===== config.mk =====
export PLATFORM = sky130hd
export DESIGN_NAME = blob_tracker
export DESIGN_NICKNAME = d
export VERILOG_FILES = /design/src/rtl/blob_tracker.sv
export SDC_FILE = /design/constraint.sdc
export NUM_CORES = 2
export LEC_CHECK = 0
export CAP_MARGIN = 5
export CORE_UTILIZATION = 53
export CTS_CLUSTER_SIZE = 12
export DETAILED_ROUTE_END_ITERATION = 12
export GPL_TIMING_DRIVEN = 0
export HOLD_SLACK_MARGIN = 0.1
export PLACE_DENSITY_LB_ADDON = 0.15
export RECOVER_POWER = 50
export SLEW_MARGIN = 20
export SYNTH_ARGS = -nofsm -noshare
export SYNTH_HDL_FRONTEND = slang
export SYNTH_SLANG_ARGS = --single-unit

===== constraint.sdc =====
create_clock -name clk -period 6.5 [get_ports clk]
set_input_delay 1.95 -clock clk [delete_from_list [all_inputs] [get_ports clk]]
set_output_delay 1.95 -clock clk [all_outputs]
set_load 0.01 [all_outputs]

===== src/rtl/blob_tracker.sv =====
// blob_tracker: streaming connected-region tracker for binarised video lines.
// Scans each accepted line one pixel per cycle, folds horizontal runs into a
// small set of region slots, then sorts the slots by pixel count at frame end.
module blob_tracker #(
    parameter int unsigned IMG_W    = 320,
    parameter int unsigned IMG_H    = 240,
    parameter int unsigned N_BLOBS  = 3,
    parameter int unsigned MERGE_DX = 4,
    parameter int unsigned MERGE_DY = 2,
    parameter int unsigned CNT_W    = 17,
    localparam int unsigned X_W = $clog2(IMG_W),
    localparam int unsigned Y_W = $clog2(IMG_H)
) (
    input  logic                           clk,
    input  logic                           rst_n,
    input  logic                           frame_start,
    input  logic [IMG_W-1:0]               line_data,
    input  logic                           line_valid,
    output logic                           line_ready,
    output logic [N_BLOBS*CNT_W-1:0]       blob_cnt,
    output logic [N_BLOBS*(X_W+Y_W)-1:0]   blob_xy,
    output logic [N_BLOBS-1:0]             blob_valid,
    output logic                           frame_done,
    output logic                           overflow
);

    localparam int unsigned XY_W = X_W + Y_W;
    localparam int unsigned IX_W = $clog2(IMG_W + 2);
    localparam int unsigned XC_W = $clog2(IMG_W + MERGE_DX + 1) + 1;
    localparam int unsigned YC_W = $clog2(IMG_H + MERGE_DY + 1) + 1;
    localparam int unsigned SL_W = (N_BLOBS > 1) ? $clog2(N_BLOBS) : 1;
    localparam logic [X_W-1:0]  COL_LAST   = X_W'(IMG_W - 1);
    localparam logic [Y_W-1:0]  ROW_LAST   = Y_W'(IMG_H - 1);
    localparam logic [SL_W-1:0] STAGE_LAST = SL_W'(N_BLOBS - 1);

    typedef enum logic [2:0] {
        S_IDLE, S_WAIT, S_SCAN, S_MERGE, S_NEXT, S_SORT, S_DONE
    } state_t;

    state_t             state;
    logic [IMG_W-1:0]   pix;
    logic [Y_W-1:0]     row;
    logic [X_W-1:0]     col;
    logic [X_W-1:0]     rs;
    logic [SL_W-1:0]    stage;

    // region slots
    logic [N_BLOBS-1:0] sv;
    logic [X_W-1:0]     sx_min [N_BLOBS];
    logic [X_W-1:0]     sx_max [N_BLOBS];
    logic [Y_W-1:0]     sy_min [N_BLOBS];
    logic [Y_W-1:0]     sy_max [N_BLOBS];
    logic [CNT_W-1:0]   s_cnt  [N_BLOBS];

    // sort network registers and one-stage result
    logic [CNT_W-1:0]   q_cnt   [N_BLOBS];
    logic [XY_W-1:0]    q_xy    [N_BLOBS];
    logic [N_BLOBS-1:0] q_v;
    logic [CNT_W-1:0]   q_cnt_n [N_BLOBS];
    logic [XY_W-1:0]    q_xy_n  [N_BLOBS];
    logic [N_BLOBS-1:0] q_v_n;

    logic [IMG_W+1:0]   pix_ext;
    logic [IX_W-1:0]    pidx;
    logic               cur_pix;
    logic               run_start_c;
    logic               run_end_c;
    logic               hit_c;
    logic               free_c;
    logic [SL_W-1:0]    hit_idx_c;
    logic [SL_W-1:0]    free_idx_c;
    logic [X_W:0]       len_c;
    logic [CNT_W-1:0]   base_c;
    logic [CNT_W:0]     sum_c;
    logic [CNT_W-1:0]   cnt_new_c;
    logic [X_W:0]       xsum_c [N_BLOBS];
    logic [Y_W:0]       ysum_c [N_BLOBS];
    logic [XY_W-1:0]    centre_c [N_BLOBS];

    // Pixel neighbourhood at the scan column; neighbours off the line read as 0
    always_comb begin
        pix_ext     = {1'b0, pix, 1'b0};
        pidx        = IX_W'(col);
        cur_pix     = pix_ext[pidx + IX_W'(1)];
        run_start_c = cur_pix & ~pix_ext[pidx];
        run_end_c   = cur_pix & ~pix_ext[pidx + IX_W'(2)];
    end

    // Slot match / free-slot search for run [rs, col] and its saturated count
    always_comb begin
        hit_c      = 1'b0;
        free_c     = 1'b0;
        hit_idx_c  = '0;
        free_idx_c = '0;
        for (int k = int'(N_BLOBS) - 1; k >= 0; k--) begin
            if (sv[k]
                && (XC_W'(rs) <= XC_W'(sx_max[k]) + XC_W'(MERGE_DX))
                && (XC_W'(col) + XC_W'(MERGE_DX) >= XC_W'(sx_min[k]))
                && (YC_W'(row) <= YC_W'(sy_max[k]) + YC_W'(MERGE_DY))) begin
                hit_c     = 1'b1;
                hit_idx_c = SL_W'(k);
            end
            if (!sv[k]) begin
                free_c     = 1'b1;
                free_idx_c = SL_W'(k);
            end
        end
        len_c     = {1'b0, col} - {1'b0, rs} + (X_W+1)'(1);
        base_c    = hit_c ? s_cnt[hit_idx_c] : '0;
        sum_c     = {1'b0, base_c} + (CNT_W+1)'(len_c);
        cnt_new_c = sum_c[CNT_W] ? '1 : sum_c[CNT_W-1:0];
    end

    // Bounding-box centres, sums kept one bit wider so the carry survives
    always_comb begin
        for (int k = 0; k < int'(N_BLOBS); k++) begin
            xsum_c[k]   = {1'b0, sx_min[k]} + {1'b0, sx_max[k]};
            ysum_c[k]   = {1'b0, sy_min[k]} + {1'b0, sy_max[k]};
            centre_c[k] = {X_W'(xsum_c[k] >> 1), Y_W'(ysum_c[k] >> 1)};
        end
    end

    // One odd-even transposition stage; strict compare keeps equal counts in order
    always_comb begin
        q_cnt_n = q_cnt;
        q_xy_n  = q_xy;
        q_v_n   = q_v;
        for (int j = 0; j < int'(N_BLOBS) - 1; j++) begin
            if ((j[0] == stage[0]) && (q_cnt[j+1] > q_cnt[j])) begin
                q_cnt_n[j]   = q_cnt[j+1];
                q_cnt_n[j+1] = q_cnt[j];
                q_xy_n[j]    = q_xy[j+1];
                q_xy_n[j+1]  = q_xy[j];
                q_v_n[j]     = q_v[j+1];
                q_v_n[j+1]   = q_v[j];
            end
        end
    end

    // Frame FSM with slot updates and registered outputs
    always_ff @(posedge clk or negedge rst_n) begin
        if (!rst_n) begin
            state      <= S_IDLE;
            pix        <= '0;
            row        <= '0;
            col        <= '0;
            rs         <= '0;
            stage      <= '0;
            sv         <= '0;
            q_v        <= '0;
            line_ready <= 1'b0;
            blob_cnt   <= '0;
            blob_xy    <= '0;
            blob_valid <= '0;
            frame_done <= 1'b0;
            overflow   <= 1'b0;
            for (int k = 0; k < int'(N_BLOBS); k++) begin
                sx_min[k] <= '0;
                sx_max[k] <= '0;
                sy_min[k] <= '0;
                sy_max[k] <= '0;
                s_cnt[k]  <= '0;
                q_cnt[k]  <= '0;
                q_xy[k]   <= '0;
            end
        end else begin
            frame_done <= 1'b0;
            line_ready <= 1'b0;
            if (frame_start) begin
                state      <= S_WAIT;
                line_ready <= 1'b1;
                row        <= '0;
                col        <= '0;
                sv         <= '0;
                overflow   <= 1'b0;
                for (int k = 0; k < int'(N_BLOBS); k++) begin
                    sx_min[k] <= '0;
                    sx_max[k] <= '0;
                    sy_min[k] <= '0;
                    sy_max[k] <= '0;
                    s_cnt[k]  <= '0;
                end
            end else begin
                case (state)
                    S_IDLE: ;
                    S_WAIT: begin
                        if (line_valid && line_ready) begin
                            pix   <= line_data;
                            col   <= '0;
                            state <= S_SCAN;
                        end else begin
                            line_ready <= 1'b1;
                        end
                    end
                    S_SCAN: begin
                        if (run_start_c) rs <= col;
                        if (run_end_c) begin
                            state <= S_MERGE;
                        end else if (col == COL_LAST) begin
                            state <= S_NEXT;
                        end else begin
                            col <= col + X_W'(1);
                        end
                    end
                    S_MERGE: begin
                        if (hit_c) begin
                            if (rs < sx_min[hit_idx_c]) sx_min[hit_idx_c] <= rs;
                            if (col > sx_max[hit_idx_c]) sx_max[hit_idx_c] <= col;
                            sy_max[hit_idx_c] <= row;
                            s_cnt[hit_idx_c]  <= cnt_new_c;
                        end else if (free_c) begin
                            sv[free_idx_c]     <= 1'b1;
                            sx_min[free_idx_c] <= rs;
                            sx_max[free_idx_c] <= col;
                            sy_min[free_idx_c] <= row;
                            sy_max[free_idx_c] <= row;
                            s_cnt[free_idx_c]  <= cnt_new_c;
                        end else begin
                            overflow <= 1'b1;
                        end
                        if (col == COL_LAST) begin
                            state <= S_NEXT;
                        end else begin
                            col   <= col + X_W'(1);
                            state <= S_SCAN;
                        end
                    end
                    S_NEXT: begin
                        if (row == ROW_LAST) begin
                            for (int k = 0; k < int'(N_BLOBS); k++) begin
                                q_cnt[k] <= sv[k] ? s_cnt[k] : '0;
                                q_xy[k]  <= sv[k] ? centre_c[k] : '0;
                            end
                            q_v   <= sv;
                            stage <= '0;
                            state <= S_SORT;
                        end else begin
                            row        <= row + Y_W'(1);
                            state      <= S_WAIT;
                            line_ready <= 1'b1;
                        end
                    end
                    S_SORT: begin
                        q_cnt <= q_cnt_n;
                        q_xy  <= q_xy_n;
                        q_v   <= q_v_n;
                        if (stage == STAGE_LAST) begin
                            state <= S_DONE;
                        end else begin
                            stage <= stage + SL_W'(1);
                        end
                    end
                    S_DONE: begin
                        for (int k = 0; k < int'(N_BLOBS); k++) begin
                            blob_cnt[k*CNT_W +: CNT_W] <= q_cnt[k];
                            blob_xy[k*XY_W +: XY_W]    <= q_xy[k];
                        end
                        blob_valid <= q_v;
                        frame_done <= 1'b1;
                        state      <= S_IDLE;
                    end
                    default: state <= S_IDLE;
                endcase
            end
        end
    end

endmodule


==> impl_metrics.tcl <==
set metrics [dict create \
    die_w_um 291 \
    port_buffers 431 \
    synth_ff_type "dfrtp_1" \
    clockRootBuffer "clkbuf_16" \
    sw_frac_of_total 0.338 \
    routed_wirelength_mm 155 \
    grtUsageTotal 0.366 \
    place_inst 5280 \
    slew_headroom -1.20 \
    report.power.total_mw 17.9 \
    yosysSeqAreaShare 0.407 \
    die_area_um2 84600 \
    syn-cell-area_um2 44200 \
    timing.hold.worst.class "register to register" \
    period_minus_slack_ns 6.34 \
    grt_pass1_wl_mm 231 \
    pwr-share-comb 0.333 \
    postSynthAreaPerCell_um2 11.7 \
    grt_overflow 0 \
    fin_hold_ws_ns 0.497 \
    cts_buffers 81 \
    drt.antenna.violating_nets 0 \
    antenna_found_initial 4 \
    utilization 0.647 \
    ys_types 96 \
    period_share 0.976 \
    async_flop_share 1.00 \
    p_seq_frac 0.406 \
    viasPerCell 6.64 \
    power.switching_mw 6.06 \
    max_stage_delay_ns 0.59 \
    cpMostUsedCell "o21a_1" \
    p_int_mw 11.9 \
    wl_per_cell_um 28.5 \
    power.density_nw_per_um2 336 \
    crit_arrival_ns 6.86 \
    peakVddDrop_mv 0.242 \
    ios 432 \
    yosysWarnings 0 \
    vias 36168 \
    cp.required_ns 7.02 \
    startpoint_type "register" \
    max_freq_mhz 158 \
    cap_violations 1 \
    clkTransAtPathRegs_ns 0.06 \
    cts_max_level 3 \
    clkSinkCount 720 \
    drive_above_1_share 0.246 \
    endpoint_kind "register" \
    cp_slowest_cell "clkbuf_4" \
    start_util 0.537 \
    first_pass_iters 12 \
    hpwl_mm 118 \
    worstPathBufferInverterCount 3 \
    core_area_um2 82400 \
    path_class "register to register" \
    nets 4860 \
    worstPathMaxFanout 12 \
    synthToLayoutAreaGrowth_pct 20.5 \
    fin_cells 5447 \
    drcViolationCount 2 \
    cts_tree "done" \
    gp_congestion 1.03 \
    p_leak_nw 22.5 \
    rows 105 \
    hold_viol 0 \
    dp_worst_setup_slack_ns -2.64 \
    grt_max_degree 102 \
    synth_cells 3770 \
    finalMaxSlewViolations 60 \
    path_cells "inv_1 -> clkbuf_4 -> ha_1 -> o2111ai_1 -> o21ai_1 -> a41o_1 -> nand3_2 -> a21oi_4 -> clkbuf_1 -> o21ai_0 -> ha_1 -> o21a_1 -> o21a_1 -> o21a_1 -> o21a_1 -> o21a_1 -> o21ai_0 -> a21o_1 -> a21o_2 -> mux2_2" \
    ys_ff_latch 720 \
    clk_path_buf_depth 3 \
    die_h_um 291 \
    synth_nets 4315 \
    fin_skew_ns 0.0288 \
    worst_slew_pin_slew_ns 3.29 \
    grt_pass1_vias 35831 \
    violations "DRC, capacitance limit, slew limit" \
    clock_latency_ns 0.66 \
    synth_edf_count 0 \
    drt_iter0_markers 4196 \
    p_clk_frac 0.262 \
    cts_hold_buffers 0 \
    fin_ws_ns 0.157 \
    outcome "complete, but fails checks" \
    setup_violations 0 \
    path_delay_family "compound AO/OA/AOI/OAI gates" \
]
-- synthesized netlist by cell type, types with 16 or more instances --
cell | instances | area (µm²)
nand2_1 | 217 | 815
nand4_1 | 39 | 244
o22ai_1 | 35 | 219
o2bb2ai_1 | 19 | 166
o21ai_1 | 39 | 195
xor2_1 | 42 | 368
mux2_2 | 507 | 5710
o21ai_0 | 46 | 230
a22oi_1 | 58 | 435
clkbuf_1 | 170 | 638
nand3_1 | 81 | 405
a21o_1 | 32 | 240
a211oi_1 | 16 | 120
xnor2_1 | 72 | 631
o21bai_1 | 30 | 225
nor2_1 | 267 | 1000
and3_1 | 28 | 175
nor2b_1 | 25 | 156
dfrtp_1 | 720 | 18000
nor3_1 | 22 | 110
mux4_2 | 254 | 5720
mux2i_1 | 79 | 791
inv_1 | 131 | 492
nand2b_1 | 33 | 206
ha_1 | 213 | 2670
a21oi_1 | 181 | 906
a31oi_1 | 60 | 375
buf_2 | 44 | 220
o21a_1 | 22 | 165
o221ai_1 | 21 | 184
a22o_1 | 26 | 228
-- worst register-to-register path: cells and delay by family, from the launching register on --
kind | cells | cell delay (ns)
buffers and inverters | 3 | 1.58
and+or+nand+nor | 1 | 0.34
DFF | 1 | 0.49
muxes | 1 | 0.37
AOI/OAI and AO/OA | 13 | 2.87
adders and majority gates | 2 | 0.59
-- through the flow --
| step | cell area, µm² | setup TNS [ns] |
|---|---|---|
| 2_1_floorplan | 44200 | 0 |
| 3_3_place_gp | 49900 | - |
| 3_5_place_dp | 50100 | -287.83 |
| 4_1_cts | 53100 | 0 |
| 5_1_grt | 53300 | -0.133 |
| 6_report | 53300 | 0 |
-- timing repair --
action | in CTS | in global routing
endpoints found under the setup margin | 154 | 85
gates resized for setup | 58 | 34
buffers inserted | 4 | 24
pin swaps | 4 | 4
-- power by group through the flow --
stage                     clock network [mW]  registers (mW)  logic, mW
final                                   4.69            7.27       5.96
after global routing                    4.91            7.39       6.31
after CTS                               4.73            7.18       5.85
after detailed placement                   0            7.25       5.78
after global placement                     0            7.16       5.65
after floorplan                            0            6.60       4.33
-- area by class of cell --
| cell class | instances | area [µm²] |
|---|---|---|
| Clock inverter | 25 | 330 |
| Multi-Input combinational cell | 2666 | 24800 |
| Clock buffer | 117 | 2360 |
| Tap cell | 1070 | 1340 |
| Fill cell | 6540 | 29100 |
| Timing Repair Buffer | 468 | 4680 |
| Inverter | 132 | 495 |
| Buffer | 246 | 1260 |
| Antenna cell | 3 | 7.51 |
| Sequential cell | 720 | 18000 |
-- cell families after synthesis --
kind of cell / synth area share
compound gates: 0.108
flops: 0.407
mux: 0.278
simple gates: 0.0813
buf+inv: 0.0378
fa+ha+maj: 0.0639
xor+xnor: 0.0233
-- layer usage --
layer,global-route usage,vias to the layer above,part of all wire
met5,0,-,0
met4,0.242,0,0.077
met3,0.0831,597,0.092
met2,0.584,2287,0.47
met1,0.447,18006,0.37
li1,-,15278,-
-- placed cells by master (no fill, tap or decap), types with 14 or more instances in the layout --
master / count
a211oi_1: 15
a21o_1: 30
a21oi_1: 169
a22o_1: 26
a22oi_1: 58
a31oi_1: 60
and2_1: 14
and3_1: 28
buf_2: 41
buf_4: 37
clkbuf_1: 173
clkbuf_16: 82
clkbuf_8: 21
clkdlybuf4s50_1: 323
dfrtp_1: 715
dlygate4sd3_1: 107
ha_1: 213
inv_1: 131
mux2_2: 507
mux2i_1: 79
mux4_2: 254
nand2_1: 217
nand2b_1: 33
nand3_1: 80
nand4_1: 39
nor2_1: 266
nor2b_1: 25
nor3_1: 21
o21a_1: 22
o21ai_0: 45
o21ai_1: 39
o21bai_1: 30
o221ai_1: 21
o22ai_1: 34
o2bb2ai_1: 19
xnor2_1: 66
xor2_1: 40
-- path summary, 6_finish.rpt --
| kind | slack, ns | startpoint | end | cells after the start |
|---|---|---|---|---|
| max in group asynchronous | 0.81 | rst_n | pix[188] | 5 |
| worst min-delay path | 0.50 | blob_cnt[34] | blob_cnt[34] | 1 |
| worst max-delay path | 0.16 | col[2] | sx_max[23] | 20 |
| worst min register to register | 0.50 | blob_cnt[34] | blob_cnt[34] | 1 |
| min in group asynchronous | 2.40 | rst_n | blob_cnt[37] | 1 |
| worst max register to register | 0.16 | col[2] | sx_max[23] | 20 |
-- state kept, by name, summed over array words and instances (netlist names), 8 cells and up --
name,count
sx_min,27
blob_cnt,51
rs,9
col,9
sy_max,24
s_cnt,51
row,8
pix,320
q_xy,51
blob_xy,51
q_cnt,51
sy_min,24
sx_max,27
Power figures use the tool's default switching activity.
